<file path="src/rtl/drum_pkg.sv">
// drum_pkg: shared types and sizing helpers for the DRUM multiply/divide datapaths
package drum_pkg;

    typedef enum logic [1:0] {
        IDLE,
        RUN,
        DONE
    } div_state_t;

    function automatic int cnt_w(input int n);
        return (n < 2) ? 1 : $clog2(n);
    endfunction

endpackage

</file>
<file path="src/rtl/seq_divider_if.sv">
// seq_divider_if: start/busy/done handshake and operand/result bundle of the divider
interface seq_divider_if #(
    parameter int N = 8,
    parameter int M = 4
);
    logic         start;
    logic [N-1:0] dividend;
    logic [M-1:0] divisor;
    logic         busy;
    logic         done;
    logic         dbz;
    logic [N-1:0] quotient;
    logic [M-1:0] remainder;

    modport master (
        output start, dividend, divisor,
        input  busy, done, dbz, quotient, remainder
    );

    modport slave (
        input  start, dividend, divisor,
        output busy, done, dbz, quotient, remainder
    );
endinterface

</file>
<file path="src/rtl/div_step.sv">
// div_step: one restoring-division iteration (shift in a bit, trial subtract, restore on borrow)
module div_step #(
    parameter int M = 4
) (
    input  logic [M:0]   rem_i,
    input  logic         bit_i,
    input  logic [M-1:0] dvs_i,
    output logic [M:0]   rem_o,
    output logic         q_o
);
    logic [M+1:0] sh;
    logic [M+1:0] diff;

    // partial remainder stays below the divisor, so the extra top bit of diff is a clean borrow
    always_comb begin
        sh    = {rem_i, bit_i};
        diff  = sh - {2'b00, dvs_i};
        q_o   = ~diff[M+1];
        rem_o = q_o ? diff[M:0] : sh[M:0];
    end
endmodule

</file>
<file path="src/rtl/seq_divider.sv">
// seq_divider: iterative unsigned restoring divider, one quotient bit per clock
module seq_divider
    import drum_pkg::*;
#(
    parameter int N = 8,
    parameter int M = 4
) (
    input  logic            clk,
    input  logic            rst,
    seq_divider_if.slave    bus
);
    localparam int CW = cnt_w(N);

    div_state_t   state_q, state_d;
    logic [CW-1:0] cnt_q, cnt_d;
    logic [M-1:0] dvs_q, dvs_d;
    logic [N-1:0] sh_q, sh_d;
    logic [M:0]   rem_q, rem_d;
    logic [N-1:0] quo_q, quo_d;
    logic [M-1:0] remo_q, remo_d;
    logic         dbz_q, dbz_d;
    logic [M:0]   rem_n;
    logic         qb;

    div_step #(.M(M)) u_step (
        .rem_i (rem_q),
        .bit_i (sh_q[N-1]),
        .dvs_i (dvs_q),
        .rem_o (rem_n),
        .q_o   (qb)
    );

    // sh_q shifts dividend bits out of the top while quotient bits enter at the bottom
    always_comb begin
        state_d = state_q;
        cnt_d   = cnt_q;
        dvs_d   = dvs_q;
        sh_d    = sh_q;
        rem_d   = rem_q;
        quo_d   = quo_q;
        remo_d  = remo_q;
        dbz_d   = dbz_q;
        if (state_q != RUN && bus.start) begin
            dvs_d = bus.divisor;
            sh_d  = bus.dividend;
            rem_d = '0;
            cnt_d = CW'(N - 1);
            dbz_d = 1'b0;
            if (bus.divisor == '0) begin
                state_d = DONE;
                quo_d   = '1;
                remo_d  = bus.dividend[M-1:0];
                dbz_d   = 1'b1;
            end else begin
                state_d = RUN;
            end
        end else if (state_q == RUN) begin
            sh_d  = {sh_q[N-2:0], qb};
            rem_d = rem_n;
            cnt_d = cnt_q - 1'b1;
            if (cnt_q == '0) begin
                state_d = DONE;
                quo_d   = {sh_q[N-2:0], qb};
                remo_d  = rem_n[M-1:0];
            end
        end else begin
            state_d = IDLE;
        end
    end

    // state and datapath registers; reset discards any in-flight operation
    always_ff @(posedge clk) begin
        if (rst) begin
            state_q <= IDLE;
            cnt_q   <= '0;
            dvs_q   <= '0;
            sh_q    <= '0;
            rem_q   <= '0;
            quo_q   <= '0;
            remo_q  <= '0;
            dbz_q   <= 1'b0;
        end else begin
            state_q <= state_d;
            cnt_q   <= cnt_d;
            dvs_q   <= dvs_d;
            sh_q    <= sh_d;
            rem_q   <= rem_d;
            quo_q   <= quo_d;
            remo_q  <= remo_d;
            dbz_q   <= dbz_d;
        end
    end

    assign bus.busy      = (state_q == RUN);
    assign bus.done      = (state_q == DONE);
    assign bus.dbz       = dbz_q;
    assign bus.quotient  = quo_q;
    assign bus.remainder = remo_q;
endmodule

</file>
<file path="src/flat_wrapper.sv">
// flat-port wrapper written by rule: the top's interface ports become plain ports
module seq_divider_flat import drum_pkg::*;
#(
    parameter int N = 8,
    parameter int M = 4
)
  (clk, rst, bus_start, bus_dividend, bus_divisor, bus_busy, bus_done, bus_dbz, bus_quotient, bus_remainder);
  seq_divider_if #(.N(N), .M(M)) bus_i ();
  input  logic clk;
  input  logic rst;
  input wire logic [$bits(bus_i.start)-1:0] bus_start;
  input wire logic [$bits(bus_i.dividend)-1:0] bus_dividend;
  input wire logic [$bits(bus_i.divisor)-1:0] bus_divisor;
  output wire logic [$bits(bus_i.busy)-1:0] bus_busy;
  output wire logic [$bits(bus_i.done)-1:0] bus_done;
  output wire logic [$bits(bus_i.dbz)-1:0] bus_dbz;
  output wire logic [$bits(bus_i.quotient)-1:0] bus_quotient;
  output wire logic [$bits(bus_i.remainder)-1:0] bus_remainder;
  assign bus_i.start = bus_start;
  assign bus_i.dividend = bus_dividend;
  assign bus_i.divisor = bus_divisor;
  assign bus_busy = bus_i.busy;
  assign bus_done = bus_i.done;
  assign bus_dbz = bus_i.dbz;
  assign bus_quotient = bus_i.quotient;
  assign bus_remainder = bus_i.remainder;
  seq_divider #(.N(N), .M(M)) u_core (.clk(clk), .rst(rst), .bus(bus_i));
endmodule
</file>
<file path="config.mk">
export PLATFORM = sky130hd
export DESIGN_NAME = seq_divider_flat
export DESIGN_NICKNAME = d
export VERILOG_FILES = /design/src/rtl/drum_pkg.sv /design/src/rtl/seq_divider_if.sv /design/src/rtl/div_step.sv /design/src/rtl/seq_divider.sv /design/src/flat_wrapper.sv
export SDC_FILE = /design/constraint.sdc
export NUM_CORES = 1
export LEC_CHECK = 0
export BUFFER_PORTS_ARGS = -buffer_cell sky130_fd_sc_hd__buf_4
export CAP_MARGIN = 20
export CORE_MARGIN = 10
export CORE_UTILIZATION = 50
export CTS_CLUSTER_DIAMETER = 50
export CTS_CLUSTER_SIZE = 14
export DETAILED_ROUTE_END_ITERATION = 10
export PLACE_DENSITY = 0.73
export SLEW_MARGIN = 0
export SYNTH_ARGS = -nofsm -noshare
export SYNTH_HDL_FRONTEND = slang
export SYNTH_SLANG_ARGS = --single-unit
</file>
<file path="constraint.sdc">
create_clock -name clk -period 5.6 [get_ports clk]
set_input_delay 1.12 -clock clk [delete_from_list [all_inputs] [get_ports clk]]
set_output_delay 1.12 -clock clk [all_outputs]
set_load 0.02 [all_outputs]
</file>
==> results.sh <==
export IMPL_r2r_slack_ns=2.86
export IMPL_cts_repair_resize_count=0
export IMPL_path_class="reg2out"
export IMPL_routed_wirelength_um=3860
export IMPL_drt_iter0_markers=127
export IMPL_antenna_found_initial=0
export IMPL_ys_ff_latch=35
export IMPL_min_path_cells=2
export IMPL_cts_tree="built"
export IMPL_gp_congestion=0.820
export IMPL_grt_max_degree=35
export IMPL_p_leak_nw=0.815
export IMPL_fin_cells=273
export IMPL_synth_nets=224
export IMPL_synth_top_area_share_pct=41.1
export IMPL_r2r_end="u_core.bus.remainder[1]"
export IMPL_ioPinCount=30
export IMPL_arrival_ns=2.04
export IMPL_drc_errors=0
export IMPL_die_area_um2=6140
export IMPL_die_w_um=78.4
export IMPL_r2r_cells=6
export IMPL_drtPass1Iterations=4
export IMPL_vias=1461
export IMPL_outcome="finished clean"
export IMPL_clock_sinks=35
export IMPL_placed_cells=265
export IMPL_fin_tns_setup_ns=0
export IMPL_die_h_um=78.4
export IMPL_start_util_pct=51.4
export IMPL_skew_ns=0.0207
export IMPL_vias_per_cell=5.35
export IMPL_synth_edff_count=0
export IMPL_hp_start="u_core.dvs_q[3]"
export IMPL_drive_above_1_share_pct=18.1
export IMPL_grt_overflow=0
export IMPL_period_needed_ns=3.16
export IMPL_numCtsBuffers=5
export IMPL_synth_async_sr_flop_share_pct=0
export IMPL_io_buffers=29
export IMPL_syn_area_per_cell_um2=8.43
export IMPL_yosysWarnings=0
export IMPL_whs_endpoint="u_core.dvs_q[3]"
export IMPL_grt_first_pass_wirelength_um=6730
export IMPL_netlist_top_cell_by_area="dfxtp_1"
export IMPL_area_growth_pct=15.1
export IMPL_synth_cells=202
export IMPL_p_per_area_nw_per_um2=294
export IMPL_hold_class="reg2reg"
export IMPL_ctsHoldBuffers=0
export IMPL_route_antenna_remaining_nets=0
export IMPL_rsz0062_at_grt="false"
export IMPL_seq_area_frac_synth_pct=41.1
export IMPL_htree_levels=2
export IMPL_crit_fanout=21
export IMPL_dp_slack_ns=2.65
export IMPL_yosysMostFrequentCell="nor2_1"
export IMPL_synth_cell_type_count=41
export IMPL_timing_final_crit_share_pct=56.4
export IMPL_maxSlewViolCount=0
export IMPL_grt_usage_pct=13.0
export IMPL_p_total_mw=0.576
export IMPL_fin_ws_ns=2.44
export IMPL_tightest_slew_ns=0.833
export IMPL_cts_root_buf="clkbuf_4"
export IMPL_cts_setup_buffers=0
export IMPL_grt_pass1_vias=1447
export IMPL_diodes=0
export IMPL_crit_path_end_kind="output pin"
export IMPL_core_area_um2=3310
export IMPL_synth_area_leaders="dfxtp_1 (41%), nor2_1 (8.4%), a211oi_1 (6.2%)"
export IMPL_cp_data_required_time_ns=4.48
export IMPL_synth_area_um2=1700
export IMPL_cts_clk_slew_worst_paths_ns=0.12
export IMPL_crit_path_start_kind="flip-flop"
export IMPL_peakVddDrop_v=0.000159
export IMPL_clk_latency_ns=0.34
export IMPL_rows=21
export IMPL_hpwlAfterDp_um=2830
export IMPL_setup_viol=0
export IMPL_fmax_ghz=0.317
export IMPL_max_cap_viol_count=0
export IMPL_maxSlewHeadroom_pct=44.5
export IMPL_yosys_top_cells_count="nor2_1 (38), dfxtp_1 (35), nand2_1 (17)"
export IMPL_clk_path_buf_depth=2
export IMPL_r2r_start="u_core.state_q[1]"
export IMPL_hold_violations=0
export IMPL_synthFlopType="dfxtp_1"
export IMPL_nNetsFinal=248
export IMPL_post_drt_wl_per_cell_um=14.1
[power breakdown]
| part | total, mW | switching, mW | leakage [nW] | internal, mW |
|---|---|---|---|---|
| registers | 0.286 | 0.0151 | 0.288 | 0.271 |
| logic | 0.155 | 0.0915 | 0.499 | 0.0640 |
| clock network | 0.134 | 0.0859 | 0.0282 | 0.0485 |
| total | 0.576 | 0.192 | 0.815 | 0.384 |
[worst max-delay path: stages (launching register included)]
cell and delay, ns:
dfxtp_1 0.32, nand2b_1 0.58, inv_1 0.52, buf_4 0.30
[metal layers]
layer	routed length [µm]	GRT usage, %
met2	1810	21.1
met4	29	3.76
met3	255	4.21
met5	0	0
met1	1770	16.2
[layout by cell type (no fill, tap or decap), drive strengths merged, types with 4 or more instances in the layout]
cell,count
inv,9
a21oi,13
dfxtp,35
nor3,13
nor2,38
a211oi,15
ha,6
clkbuf,6
buf,29
o22ai,4
nand2,17
mux2i,7
[layout make-up]
type | count | area [µm²]
fill | 330 | 1350
clock inverter | 2 | 12.5
timing repair buffer | 29 | 218
sequential | 35 | 701
inverter | 9 | 33.8
multi-input combinational | 146 | 897
clock buffer | 6 | 41.3
tap | 46 | 57.6
[metrics by stage]
| stage | util, % | cell area, µm² | hold WS (ns) |
|---|---|---|---|
| floorplan | - | 1700 | 0.436 |
| global placement | 57.6 | 1910 | 0.443 |
| detailed placement | 57.6 | 1910 | 0.448 |
| CTS | 59.2 | 1960 | 0.465 |
| global route | 59.2 | 1960 | 0.486 |
| finish | 59.2 | 1960 | 0.460 |
[sequential cells by signal (all words and copies together), names as in the netlist]
signal and flops:
u_core.bus.quotient 8, u_core.sh_q 8, u_core.state_q 2, u_core.rem_q 5
u_core.bus.dbz 1, u_core.cnt_q 3, u_core.dvs_q 4, u_core.bus.remainder 4
[cells by family (layout without fill, tap and decap cells)]
| family | count (synthesis) | after routing | synth area share (%) |
|---|---|---|---|
| AOI/OAI and AO/OA | 47 | 47 | 20.4 |
| xor gates and xnor gates | 1 | 1 | 0.514 |
| adders and majority gates | 7 | 7 | 5.58 |
| buffers and inverters | 21 | 46 | 6.17 |
| DFF | 35 | 35 | 41.1 |
| muxes | 7 | 7 | 4.11 |
| and+or+nand+nor | 84 | 84 | 22.1 |
[how the worst max path moves through the flow]
stage                            startpoint                 endpoint  slack [ns]  cells past startpoint
after floorplan              bus_divisor[3]  u_core.bus.remainder[3]        3.34                      6
after global routing      u_core.state_q[1]                 bus_busy        2.25                      3
after global placement       bus_divisor[3]  u_core.bus.remainder[3]        2.72                      6
final                     u_core.state_q[1]                 bus_busy        2.44                      3
after CTS                 u_core.state_q[1]                 bus_busy        2.42                      3
after detailed placement     bus_divisor[3]  u_core.bus.remainder[3]        2.65                      6
No activity file was read; power rests on OpenSTA's default activity.
